[src/rtl/conv_weight_loader.sv]
// Streams NUM_WORDS weight words into a conv layer's weight port. Each write appears 1 cycle after its beat is accepted.
// s_ready is high only in LOAD with no abort. s_valid gaps stall the load indefinitely.
module conv_weight_loader #(
  parameter int unsigned BASE_ADDR = 17176,
  parameter int unsigned NUM_WORDS = 9250
) (
  input  logic        clk,
  input  logic        rst,
  input  logic        start,
  input  logic        abort,
  input  logic [15:0] s_data,
  input  logic        s_valid,
  output logic        s_ready,
  output logic [15:0] weight_wr_data,
  output logic [31:0] weight_wr_addr,
  output logic        weight_wr_en,
  output logic        busy,
  output logic        done,
  output logic        loaded
);

  localparam logic [23:0] LAST_CNT = 24'(NUM_WORDS - 1);
  localparam logic [31:0] BASE     = 32'(BASE_ADDR);

  typedef enum logic {IDLE, LOAD} state_t;

  state_t      state;
  logic [23:0] cnt;

  assign s_ready = (state == LOAD) && !abort;
  assign busy    = (state == LOAD);

  always_ff @(posedge clk) begin
    if (rst) begin
      state          <= IDLE;
      cnt            <= '0;
      weight_wr_en   <= 1'b0;
      weight_wr_data <= '0;
      weight_wr_addr <= '0;
      done           <= 1'b0;
      loaded         <= 1'b0;
    end else begin
      weight_wr_en <= 1'b0;
      done         <= 1'b0;
      case (state)
        IDLE: begin
          if (start && !abort) begin
            state  <= LOAD;
            cnt    <= '0;
            loaded <= 1'b0;
          end
        end
        LOAD: begin
          // abort discards the partial load; loaded stays low from the start cycle
          if (abort) begin
            state <= IDLE;
          end else if (s_valid) begin
            weight_wr_en   <= 1'b1;
            weight_wr_data <= s_data;
            weight_wr_addr <= BASE + {8'd0, cnt};
            cnt            <= cnt + 24'd1;
            if (cnt == LAST_CNT) begin
              state  <= IDLE;
              done   <= 1'b1;
              loaded <= 1'b1;
            end
          end
        end
        default: state <= IDLE;
      endcase
    end
  end

endmodule

[config.mk]
export PLATFORM = sky130hd
export DESIGN_NAME = conv_weight_loader
export DESIGN_NICKNAME = d
export VERILOG_FILES = /design/src/rtl/conv_weight_loader.sv
export SDC_FILE = /design/constraint.sdc
export NUM_CORES = 1
export LEC_CHECK = 0
export ABC_AREA = 1
export BUFFER_PORTS_ARGS = -buffer_cell sky130_fd_sc_hd__buf_2
export CORE_MARGIN = 2
export CORE_UTILIZATION = 49
export DETAILED_ROUTE_END_ITERATION = 16
export PLACE_DENSITY = 0.83
export REMOVE_ABC_BUFFERS = 1
export SLEW_MARGIN = 10
export SYNTH_ARGS = -nofsm -noshare
export SYNTH_HDL_FRONTEND = slang
export SYNTH_SLANG_ARGS = --single-unit
[constraint.sdc]
create_clock -name clk -period 1.6 [get_ports clk]
set_input_delay 0 -clock clk [delete_from_list [all_inputs] [get_ports clk]]
set_output_delay 0 -clock clk [all_outputs]
set_load 0.03 [all_outputs]
==> impl_metrics.csv <==
group,metric,value,unit
status,status,"complete, no violations",
finish,multi_input_area,1890,um2
finish,antennaDiodeCount,0,
finish,utilization,0.681,
floorplanning,dieArea,7900,um2
critical_path,reg2reg_slack,0.05,ns
critical_path,rr_worst_depth,9,
cts,cts_buffers,9,
route,viasPerCell,5.28,
route,avgRoutedWirePerCell,15.0,um
timing,rsz0062_at_grt,"true",
yosys,synth_area,3530,um2
timing,finalHoldViolCount,0,
global_routing,grt_max_degree,31,
job,maxCapViolations,0,
route,first_iter_violations,314,
floorplanning,die_w,88.9,um
route,drc,0,
critical_path,path_max_fanout,5,
timing,holdWs,0.0395,ns
yosys,synth-seq-area-share,0.391,
route,final_antenna_net_count,0,
critical_path,r2r-end,"cnt[23]",
yosys,synth_top_area_frac,0.391,
yosys,ys_types,36,
finish,final_net_count,656,
cts,cts.clk_slew.worst_paths,0.08,ns
floorplanning,ios,74,
timing,period_share,0.969,
yosys,yosys.area_share.simple,0.335,
place,place_congestion,0.959,
yosys,synth_xor_area_frac,0.00992,
cts,clkLatencyLatePin,0.36,ns
global_routing,overflow,0,
floorplanning,core-area,6870,um2
pwr,vdd_ir_drop_max,710,uV
yosys,synthTopCellsByArea,"dfxtp_1 39%, nand2_1 15%, inv_1 6.4%",
critical_path,cp-end-kind,"flip-flop",
cts,cts_tree,"done",
yosys,synth.area.mux_share,0,
finish,regArea,1400,um2
place,post-place-ws,0.0101,ns
yosys,synth_top_family_by_area,"simple AND/OR/NAND/NOR gates",
cts,clk_path_buf_depth,2,
place,dpl.hpwl,7.12,mm
yosys,yosysWarnings,0,
yosys,avgSynthCellArea,6.83,um2
timing,maxSlewViolCount,0,
critical_path,required,1.90,ns
route,firstDrtPassIters,5,
timing,clock_skew,0.0143,ns
pwr,p_per_area,792,nW/um2
yosys,synth_adder_area_share,0.0142,
timing,setup_viol,0,
worst_hold_path,hold_class,"in -> reg",
worst_hold_path,min_to,"busy",
finish,fill_cells,559,
yosys,ys_ff_latch,69,
route,wirelength,11.0,mm
timing,clock.fmax,645,MHz
finish,area_growth,32.4,%
yosys,yosys.area.top_type,"dfxtp_1",
critical_path,crit_type,"reg -> reg",
cts,htree_num_levels,3,
place,portBuffers,66,
floorplanning,initial_utilization,0.514,
worst_hold_path,hold_depth,3,
route,vias,3863,
finish,layout_commonest_cell,"nand2_1",
cts,cts_root_buf,"clkbuf_8",
global_routing,grt_pass1_wl,16.0,mm
pwr,leakagePower,2.18,nW
global_routing,grt_pass1_vias,3417,
global_routing,grtUsageTotal,0.263,
critical_path,r2r-start,"busy",
worst_hold_path,min_from,"start",
floorplanning,rows,30,
cts,clock-sinks,69,
critical_path,crit_path_start_kind,"flip-flop",
floorplanning,die_h,88.9,um
yosys,synth_cells,517,
finish,final_cell_mix,"138 x nand2_1, 66 x buf_2, 58 x inv_1, 58 x dfxtp_1, 42 x nor2_1",
timing,fin_ws,0.0503,ns
timing,finalCriticalPeriod,1.55,ns
yosys,synth_compound_area_frac,0.134,
global_routing,antenna_found_initial,0,
critical_path,cp_data_arrival_time,1.85,ns
finish,drive_gt1_frac,0.283,
==> cell type report <==
type / instances / share of cell area
timing repair buffer: 119 / 0.168
clock buffer: 10 / 0.0294
multi-input combinational: 363 / 0.404
tap: 96 / 0.0257
inverter: 69 / 0.0554
sequential: 69 / 0.298
clock inverter: 6 / 0.0198
==> registers in the layout (all words and copies together) (netlist names) <==
signal / cells
busy: 1
cnt: 24
done: 1
loaded: 1
weight_wr_addr: 25
weight_wr_data: 16
weight_wr_en: 1
==> per-stage QoR <==
| step | area (um2) | setup TNS [ns] | instances | total power [mW] |
|---|---|---|---|---|
| floorplan | 3410 | -4.66 | 500 | 1.93 |
| CTS | 4490 | 0 | 723 | 3.68 |
| global placement | 4080 | 0 | 690 | 2.03 |
| finish | 4680 | 0 | 732 | 3.70 |
| global route | 4680 | -0.326 | 732 | 3.81 |
| detailed placement | 4080 | 0 | 690 | 2.03 |
==> worst max path at each step <==
stage                       from           endpoint  slack (ns)  cells past startpoint
final                       busy            cnt[23]        0.05                      9
after global routing      cnt[3]            cnt[23]       -0.08                     10
after CTS                 cnt[3]            cnt[19]       0.004                     10
after detailed placement  cnt[0]            cnt[20]        0.01                      8
after global placement    cnt[0]            cnt[20]        0.07                      8
after floorplan             busy  weight_wr_addr[6]       -0.26                      5
==> worst max-delay path, stage by stage, from the launching register on <==
cell and delay, ns:
dfxtp_1 0.37, nor2_1 0.15, nand2_2 0.13, nand2_4 0.18, nand3_4 0.11, nor2_4 0.15, nand2_4 0.09, o21ai_2 0.15
nand2_1 0.06, nor2_1 0.10
==> cell families after synthesis <==
family / count (synthesis)
adders and majority gates: 4
other: 1
AOI/OAI and AO/OA: 86
buffers and inverters: 92
and+or+nand+nor: 261
xor gates and xnor gates: 4
DFF: 69
==> synthesized netlist by cell type, drive strengths merged <==
master / instances
o32ai: 1
o21bai: 4
o221ai: 2
o211ai: 1
dfxtp: 69
a21oi: 39
nor4: 1
xor2: 3
ha: 4
a31oi: 2
a211oi: 1
nor3: 12
nand4: 12
nand3: 33
buf: 16
clkbuf: 7
conb: 1
o21a: 3
nand2: 149
nor2: 54
o21ai: 33
xnor2: 1
inv: 69
==> timing repair <==
action	CTS	global route
cloned	0	1
resized for setup	2	39
hold buffers	17	0
setup endpoints to repair	3	22
buffers inserted	0	8
pin swaps	1	18
hold endpoints to repair	17	0
==> power by group <==
group,switching (mW),internal (mW)
logic,0.190,0.107
clock network,0.726,0.930
registers,0.0130,1.74
==> metal layers <==
layer | share of wire | vias up | routed length [um] | global-route usage
li1 | - | 1866 | - | -
met1 | 0.40 | 1778 | 4420 | 0.320
met2 | 0.50 | 185 | 5510 | 0.448
met3 | 0.067 | 34 | 736 | 0.0711
met4 | 0.030 | 0 | 326 | 0.0937
met5 | 0 | - | 0 | 0
Note: power is estimated with default switching activity, not from simulation.
